File: config.mk
export PLATFORM = sky130hd
export DESIGN_NAME = serial_subtractor_flat
export DESIGN_NICKNAME = d
export VERILOG_FILES = /design/src/rtl/serial_subtractor_if.sv /design/src/rtl/serial_subtractor.sv /design/src/flat_wrapper.sv
export SDC_FILE = /design/constraint.sdc
export NUM_CORES = 1
export LEC_CHECK = 0
export CAP_MARGIN = 10
export CORE_MARGIN = 3
export CORE_UTILIZATION = 45
export CTS_BUF_LIST = sky130_fd_sc_hd__clkbuf_16
export CTS_CLUSTER_DIAMETER = 50
export DETAILED_ROUTE_END_ITERATION = 12
export PLACE_DENSITY = 0.72
export SLEW_MARGIN = 25
export SYNTH_ARGS = -nofsm -noshare
export SYNTH_HDL_FRONTEND = slang
export SYNTH_SLANG_ARGS = --single-unit
File: constraint.sdc
create_clock -name clk -period 1.6 [get_ports clk]
set_clock_uncertainty 0.2 [all_clocks]
set_input_delay 0.24 -clock clk [delete_from_list [all_inputs] [get_ports clk]]
set_output_delay 0.24 -clock clk [all_outputs]
set_load 0.02 [all_outputs]
File: src/rtl/serial_subtractor_if.sv
// serial_subtractor_if: start/done handshake bundle (start,a,b,bin in; busy,done,diff,bout out) with master/slave views
interface serial_subtractor_if #(parameter int WIDTH = 8);
  logic start;
  logic [WIDTH-1:0] a;
  logic [WIDTH-1:0] b;
  logic bin;
  logic busy;
  logic done;
  logic [WIDTH-1:0] diff;
  logic bout;
  modport master(output start, a, b, bin, input busy, done, diff, bout);
  modport slave(input start, a, b, bin, output busy, done, diff, bout);
endinterface

File: src/rtl/serial_subtractor.sv
// serial_subtractor: bit-serial a-b-bin, LSB first, one bit per clk; ports clk, rst_n (async low), bus (start/a/b/bin -> busy/done/diff/bout)
module serial_subtractor #(
  parameter int WIDTH = 8
) (
  input logic clk,
  input logic rst_n,
  serial_subtractor_if.slave bus
);
  localparam int CW = $clog2(WIDTH) + 1;
  typedef enum logic [1:0] {IDLE, SHIFT, DONE} state_t;
  state_t state;
  logic [WIDTH-1:0] ra, rb, sr;
  logic [CW-1:0] cnt;
  logic br, d, bn;
  assign d = ra[0] ^ rb[0] ^ br;
  assign bn = (~ra[0] & rb[0]) | (~(ra[0] ^ rb[0]) & br);
  always_ff @(posedge clk or negedge rst_n) begin
    if (!rst_n) begin
      state <= IDLE;
      ra <= '0;
      rb <= '0;
      sr <= '0;
      br <= 1'b0;
      cnt <= '0;
      bus.busy <= 1'b0;
      bus.done <= 1'b0;
      bus.diff <= '0;
      bus.bout <= 1'b0;
    end else begin
      bus.done <= 1'b0;
      if (bus.start && state != SHIFT) begin
        ra <= bus.a;
        rb <= bus.b;
        br <= bus.bin;
        cnt <= '0;
        state <= SHIFT;
        bus.busy <= 1'b1;
      end else if (state == DONE) begin
        state <= IDLE;
        bus.busy <= 1'b0;
      end else if (state == SHIFT) begin
        sr <= {d, sr[WIDTH-1:1]};
        ra <= ra >> 1;
        rb <= rb >> 1;
        br <= bn;
        cnt <= cnt + CW'(1);
        if (cnt == CW'(WIDTH - 1)) begin
          bus.diff <= {d, sr[WIDTH-1:1]};
          bus.bout <= bn;
          bus.done <= 1'b1;
          state <= DONE;
        end
      end
    end
  end
endmodule

File: src/flat_wrapper.sv
// flat-port wrapper written by rule: the top's interface ports become plain ports
module serial_subtractor_flat 
#(
  parameter int WIDTH = 8
)
  (clk, rst_n, bus_start, bus_a, bus_b, bus_bin, bus_busy, bus_done, bus_diff, bus_bout);
  serial_subtractor_if #(.WIDTH(WIDTH)) bus_i ();
  input logic clk;
  input logic rst_n;
  input wire logic [$bits(bus_i.start)-1:0] bus_start;
  input wire logic [$bits(bus_i.a)-1:0] bus_a;
  input wire logic [$bits(bus_i.b)-1:0] bus_b;
  input wire logic [$bits(bus_i.bin)-1:0] bus_bin;
  output wire logic [$bits(bus_i.busy)-1:0] bus_busy;
  output wire logic [$bits(bus_i.done)-1:0] bus_done;
  output wire logic [$bits(bus_i.diff)-1:0] bus_diff;
  output wire logic [$bits(bus_i.bout)-1:0] bus_bout;
  assign bus_i.start = bus_start;
  assign bus_i.a = bus_a;
  assign bus_i.b = bus_b;
  assign bus_i.bin = bus_bin;
  assign bus_busy = bus_i.busy;
  assign bus_done = bus_i.done;
  assign bus_diff = bus_i.diff;
  assign bus_bout = bus_i.bout;
  serial_subtractor #(.WIDTH(WIDTH)) u_core (.clk(clk), .rst_n(rst_n), .bus(bus_i));
endmodule
==> results of run 1 <==
==> cell type report <==
class	instances	area (um^2)
Timing Repair Buffer	55	574
Sequential cell	41	1030
Tap cell	48	60.1
Fill cell	244	1080
Clock inverter	3	17.5
Inverter	5	18.8
Multi-Input combinational cell	97	865
Clock buffer	5	125
==> repair_timing <==
item,in CTS,in global routing
hold endpoints to repair,41,0
resized for setup,21,33
hold buffers,1,0
buffers inserted,2,4
cloned,2,2
endpoints found under the setup margin,37,35
pin swaps,4,27
==> layout by cell type, fill, tap and decap left out, types with 5 or more instances in the layout <==
cell             Yosys  routed
nand2_1             22      14
buf_6                3       6
dlygate4sd2_1        0      11
buf_4                1      12
mux2_4               8       8
clkbuf_16            0       7
clkdlybuf4s50_1      0      18
nand2_2              0       7
a22oi_2              0       5
nand3_2              0       5
nor2_1              10       9
a31oi_1              8       8
dfrtp_1             41      40
mux2_2               7       7
==> stage by stage <==
step,setup slack (ns),hold WS (ns),setup TNS (ns),util [%]
2_1_floorplan,-0.0523,-0.256,-0.428,-
3_3_place_gp,-0.0761,0.0265,-0.983,60.2
3_5_place_dp,-0.121,0.0263,-1.88,60.2
4_1_cts,-0.0749,0.268,-0.848,65.5
5_1_grt,-0.146,0.288,-2.36,71.3
6_report,-0.0967,0.260,-0.919,71.3
==> synth_stat cells (all sizes together), types with 3 or more instances <==
library cell,number
a22o,3
a22oi,5
a31oi,8
buf,8
dfrtp,41
ha,4
inv,5
mux2,15
nand2,22
nand3,6
nor2,12
o21ai,4
==> registers in the layout (all words and copies together), names as in the netlist <==
signal           flops
u_core.br            1
u_core.bus.bout      1
u_core.bus.busy      1
u_core.bus.diff      8
u_core.bus.done      1
u_core.cnt           4
u_core.ra            8
u_core.rb            8
u_core.sr            7
u_core.state         2
==> report_power, final <==
part | internal, W | leakage, nW | total [W] | switching (W)
logic | 0.00178 | 0.681 | 0.00333 | 0.00154
registers | 0.00155 | 0.501 | 0.00191 | 0.000356
clock network | 0.000571 | 0.0696 | 0.000952 | 0.000382
total | 0.00391 | 1.25 | 0.00619 | 0.00228
==> metal layers <==
metal	vias up	global-route usage, %	part of all wire, %
li1	633	-	-
met1	678	20.5	42
met2	32	28.0	54
met3	4	5.36	3.7
met4	0	3.83	0.91
met5	-	0	0
==> worst paths after layout <==
path                       slack [ns]            start  cells past startpoint            endpoint
setup / recovery                 -0.1  u_core.state[0]                      5  u_core.bus.diff[3]
hold / removal                   0.26            rst_n                      3  u_core.bus.diff[7]
setup reg to reg                 -0.1  u_core.state[0]                      5  u_core.bus.diff[3]
hold reg to reg                  0.29  u_core.bus.busy                      1     u_core.bus.busy
max in group asynchronous        0.72            rst_n                      3     u_core.state[0]
min in group clk                 0.29  u_core.bus.busy                      1     u_core.bus.busy
==> worst reg2reg max path, cell delays in order (launching register included) <==
cell and delay, ns:
dfrtp_2 0.41, inv_2 0.07, ha_4 0.17, nand2b_4 0.22
nor2_4 0.21, mux2_4 0.32
==> cells by family after synthesis <==
kind of cell,synth area share [%]
multiplexers,11.5
flip-flops,56.3
XOR/XNOR,0.481
AND/OR/NAND/NOR,13.2
AO/OA/AOI/OAI,10.1
buffers and inverters,4.60
adder cells (fa/ha/maj),3.84
==> flow_summary.rst, run 1 <==
.. list-table::
   :header-rows: 1

   * - Metric
     - Value
   * - Antenna Nets Post-Route
     - 0
   * - Overall power consumption
     - ~0.0062 W
   * - Half-perimeter wire length after detailed placement
     - approximately 2500 um
   * - Total Nets Final
     - 230
   * - Number of buffers on the longest clock path
     - 2
   * - Proportion of layout cells with a drive suffix above 1
     - 40.3%
   * - Number of top-level design ports
     - 31
   * - Clock tree from TritonCTS
     - built
   * - Critical path cell sequence
     - inv_2 > ha_4 > nand2b_4 > nor2_4 > mux2_4
   * - EDFF count, synth
     - 0
   * - Mapped Area
     - 1820 um^2
   * - Highest-delay cell along the critical path
     - dfrtp_2
   * - Worst slew margin
     - 83.1%
   * - Setup Viol. Count Final
     - 18
   * - Total die area
     - 4850 um^2
   * - Placed Instance Area
     - about 2300 um^2
   * - Mean instance size in the synthesized netlist
     - roughly 12 um^2
   * - Antenna diode count
     - 0
   * - Number of I/O port buffers
     - 30
   * - Period utilization
     - 106%
   * - Flops & latches, synth
     - ~40
   * - Setup crit start kind
     - register
   * - Sequential share of the synthesized area
     - 56.3%
   * - Wire length of the first global-routing pass
     - ~6400 um
   * - Endpoint required time on the critical path
     - 1.56 ns
   * - Finished Cell Area
     - between 2000 and 3000 um^2
   * - Yosys warnings
     - 0
   * - Detailed Routing Iterations Pass 1
     - 4
   * - Number of buffers and inverters on the critical path
     - 1
   * - Clock transition at the registers of the reported paths
     - 0.06 ns
   * - Fin crit period
     - 1.70 ns
   * - Synth Net Count
     - roughly 180
   * - Vertical extent of the die
     - 69.7 um
   * - Most common flop cell mapped by yosys
     - dfrtp_1
   * - Die X-Extent
     - ~70 um
   * - Maximum resistive drop on vdd
     - around 1.4 mV
   * - WL/cell
     - between 15 and 20 um
   * - Number of max-slew violations in the final report
     - 0
   * - Non-Filler Instances
     - 254
   * - Kind of cell adding the most delay to the critical path
     - simple AND/OR/NAND/NOR gates
   * - Maximum fanout along the worst path
     - 6
   * - Number of cells after detailed placement
     - about 240
   * - Number of hold violations in the final report
     - 0
   * - Aggregate global-route resource usage
     - around 16%
   * - Overflow after GRT
     - 0
   * - Vias
     - ~1300
   * - Critical path class
     - register to register
   * - Violated checks
     - setup timing
   * - Smallest setup slack after layout
     - -0.0967 ns
   * - Syn-to-layout area delta
     - 47.4%
   * - Post-detailed-route DRC marker count
     - 0
   * - Number of maximum-capacitance violations
     - 0
   * - Root Buffer
     - clkbuf_16
   * - Worst min-delay path category
     - input pin to async pin
   * - Count of mapped cells out of synthesis
     - ~150
   * - Cell row count
     - 22
   * - Inserted Clock Buffers
     - 5
   * - Antenna violations before repair
     - 0
   * - Slowest Stage Delay on Critical Path
     - 0.41 ns
   * - Initial core utilization
     - 48.3%
   * - Clk_lat worst skew
     - between 0.2 and 0.3 ns
   * - Endpoint arrival time on the critical path
     - 1.66 ns
   * - Yosys top cell by area
     - dfrtp_1
   * - Sort of element at the end of the critical path
     - register
   * - Number of DRC markers in iteration 0
     - 91
   * - Max frequency
     - about 590 MHz
   * - Via count of the first global-routing pass
     - roughly 1400
   * - Via density
     - ~5.3
   * - Core outline area
     - 3770 um^2
   * - Tightest Pin Transition
     - between 0.2 and 0.3 ns
   * - Synth cell types
     - 34
   * - Count of H-tree levels built during CTS
     - 2
   * - Total Routed Length
     - 4160 um
   * - Area share of the largest cell type after synthesis
     - roughly 56%
   * - Maximum number of pins on one net before global-route repair
     - between 40 and 50
   * - Run status
     - finished, violations left
   * - Weighted congestion at the end of routability-driven global placement
     - roughly 0.83
   * - FFs w/ async S/R, synth
     - between 90% and 100%
   * - Area contributors post-synth
     - dfrtp_1 (56%), mux2_4 (6.6%), nand2_1 (4.5%)
   * - Setup repair after global routing missed its margin
     - true
   * - Leakage power total
     - between 1 and 1.5 nW
   * - Power density over cell area
     - 2300 nW/um^2
   * - Clock Sink Count
     - 41
No activity file was read; power rests on OpenSTA's default activity.
==> run 2, diff against run 1 <==
- CORE_UTILIZATION: 45 -> 52
- CTS_CLUSTER_DIAMETER: 50 -> 150
- PLACE_DENSITY: 0.72 -> 0.78
- clock period: 1.6 -> 1.84 ns (I/O delays scaled with it)
==> run 2 against run 1 <==
Net effect:
- the flow now finishes without violations
- largest power group unchanged
- register-to-register slack improved by 0.14 ns
- clock power decreased by 16%
- core utilization increased by 4.0 points
- global-route usage increased by 2.9 points
- first-iteration DRC count decreased by 11%
- final cell count decreased by 7.1%
- critical path depth increased by 1
- combinational power decreased by 30%
- final area decreased by 10%
- fmax decreased by 5.5%
- sequential cell count unchanged
- largest cell class unchanged
==> flow_summary.rst, run 2 (same netlist as run 1, synthesis figures left out) <==
.. list-table::
   :header-rows: 1

   * - Metric
     - Value
   * - Number of max-slew violations in the final report
     - 0
   * - Sort of element at the end of the critical path
     - register
   * - FF-to-FF path depth
     - 6
   * - Total Routed Length
     - between 3000 and 4000 um
   * - Maximum number of pins on one net before global-route repair
     - 42
   * - Period utilization
     - slightly below 100%
   * - Total die area
     - between 4000 and 5000 um^2
   * - Post-detailed-route DRC marker count
     - 0
   * - Cell depth of the worst min-delay path
     - 1
   * - Non-Filler Instances
     - 236
   * - Vias
     - about 1300
   * - Number of maximum-capacitance violations
     - 0
   * - Endpoint required time on the critical path
     - 1.80 ns
   * - Count of H-tree levels built during CTS
     - 2
   * - Cell row count
     - 20
   * - Maximum resistive drop on vdd
     - approximately 0.96 mV
   * - Setup crit start kind
     - register
   * - Placed Instance Area
     - roughly 2200 um^2
   * - Maximum fanout along the worst path
     - 4
   * - Initial core utilization
     - a little under three fifths
   * - Endpoint arrival time on the critical path
     - roughly 1.8 ns
   * - Number of DRC markers in iteration 0
     - 81
   * - Core outline area
     - ~3200 um^2
   * - Setup repair after global routing missed its margin
     - true
   * - Filler cell count in the final layout
     - ~230
   * - Leakage power total
     - between 1 and 1.5 nW
   * - WL/cell
     - 15.7 um
   * - Clock transition at the registers of the reported paths
     - 0.06 ns
   * - Setup Viol. Count Final
     - 0
   * - Number of I/O port buffers
     - 30
   * - Clk_lat worst skew
     - 0.28 ns
   * - Proportion of layout cells with a drive suffix above 1
     - between 20% and 30%
   * - Via count of the first global-routing pass
     - roughly 1300
   * - Commonest cells after routing, fill and taps aside
     - dfrtp_1 (41), clkdlybuf4s50_1 (29), nand2_1 (22), nor2_1 (10)
   * - Fin crit period
     - between 1.5 and 2 ns
   * - Largest registers in the final layout
     - u_core.bus.diff x8, u_core.ra x8, u_core.rb x8
   * - Antenna Nets Post-Route
     - 0
   * - Worst min-delay path category
     - register to register
   * - Antenna violations before repair
     - 0
   * - Antenna diode count
     - 0
   * - Wire length of the first global-routing pass
     - ~6200 um
   * - Worst slew margin
     - 72.8%
   * - Syn-to-layout area delta
     - 32.2%
   * - Finished Cell Area
     - ~2400 um^2
   * - Number of top-level design ports
     - 31
   * - Weighted congestion at the end of routability-driven global placement
     - 0.838
   * - Detailed Routing Iterations Pass 1
     - 4
   * - Total Nets Final
     - 216
   * - Area of the multi-input gates
     - 748 um^2
   * - Endpoint of the most critical register-to-register path
     - u_core.rb[0]
   * - Aggregate global-route resource usage
     - between 10% and 20%
   * - Min-delay src
     - u_core.bus.busy
   * - R2R Path Start
     - u_core.state[0]
   * - Clock Sink Count
     - around 40
   * - Register area
     - between 1000 and 1500 um^2
   * - Vertical extent of the die
     - around 65 um
   * - Sink of the worst hold path
     - u_core.bus.busy
   * - Half-perimeter wire length after detailed placement
     - 2470 um
   * - Run status
     - finished, final reports clean
   * - Clock tree from TritonCTS
     - built
   * - Worst setup slack for register-to-register paths
     - 0.04 ns
   * - Tightest Pin Transition
     - 0.407 ns
   * - Power density over cell area
     - about 2000 nW/um^2
   * - Number of hold violations in the final report
     - 0
   * - Commonest non-fill, non-tap cell in the layout
     - dfrtp_1
   * - Number of cells after detailed placement
     - 225
   * - Die X-Extent
     - about 65 um
   * - Critical path class
     - register to register
   * - Number of buffers on the longest clock path
     - 2
   * - Root Buffer
     - clkbuf_16
   * - Inserted Clock Buffers
     - 5
   * - Final cell utilization of the core
     - between 70% and 80%
   * - Overflow after GRT
     - 0
   * - Max frequency
     - about 560 MHz
   * - Via density
     - roughly 5.5
[run 2: worst max-delay path, cell delays in order (launching register included)]
cell and delay, ns:
dfrtp_1 0.42, inv_1 0.10, ha_2 0.22, and2b_2 0.29, buf_6 0.13, nor3_1 0.04, a221o_1 0.28
[run 2: worst max path at each step]
stage / from / endpoint / slack [ns]
3_3_place_gp: bus_start / u_core.br / 0.06
3_5_place_dp: bus_start / u_core.br / 0.008
5_1_grt: u_core.state[0] / u_core.cnt[3] / -0.07
2_1_floorplan: u_core.state[0] / u_core.bus.diff[0] / 0.11
6_report: u_core.state[0] / u_core.rb[0] / 0.04
4_1_cts: u_core.state[1] / u_core.cnt[3] / 0.03
[run 2: area by class of cell]
type	instances	area share, %
inverter	5	0.779
tap	44	2.28
multi-input combinational	97	31.0
clock inverter	3	0.519
timing repair buffer	41	17.6
clock buffer	5	5.19
sequential	41	42.6
[run 2: where the power goes]
group / internal [W] / switching [W] / total (W)
clock network: 0.000489 / 0.000312 / 0.000802
registers: 0.00135 / 0.000268 / 0.00162
logic: 0.00120 / 0.00112 / 0.00232
[run 2: layer usage]
| metal | wire length (um) | vias to the layer above | track usage (%) |
|---|---|---|---|
| met2 | 1930 | 38 | 33.2 |
| met5 | 0 | - | 0 |
| li1 | - | 607 | - |
| met4 | 54 | 0 | 6.74 |
| met1 | 1540 | 651 | 23.8 |
| met3 | 184 | 5 | 4.79 |
[run 2: repair_timing]
item / CTS / global route
pin swaps: 1 / 1
hold endpoints to repair: 41 / 0
hold buffers: 1 / 0
gates resized for setup: 1 / 10
buffers inserted: 0 / 1
endpoints found under the setup margin: 10 / 22
gates cloned: 0 / 1
[run 2: metrics by stage]
step	setup TNS (ns)	setup slack, ns	hold WS (ns)	total power [W]
after floorplan	0	0.113	-0.220	0.00309
after global placement	0	0.0634	0.0600	0.00364
after detailed placement	0	0.00794	0.0634	0.00374
after CTS	0	0.0277	0.283	0.00460
after global routing	-0.494	-0.0693	0.299	0.00509
final	0	0.0449	0.276	0.00473
==> run 3, diff against run 2 <==
- CTS_CLUSTER_SIZE: not set -> 24
==> results of run 3 <==
Final layout, timing and power as in run 2 (identical DEF).
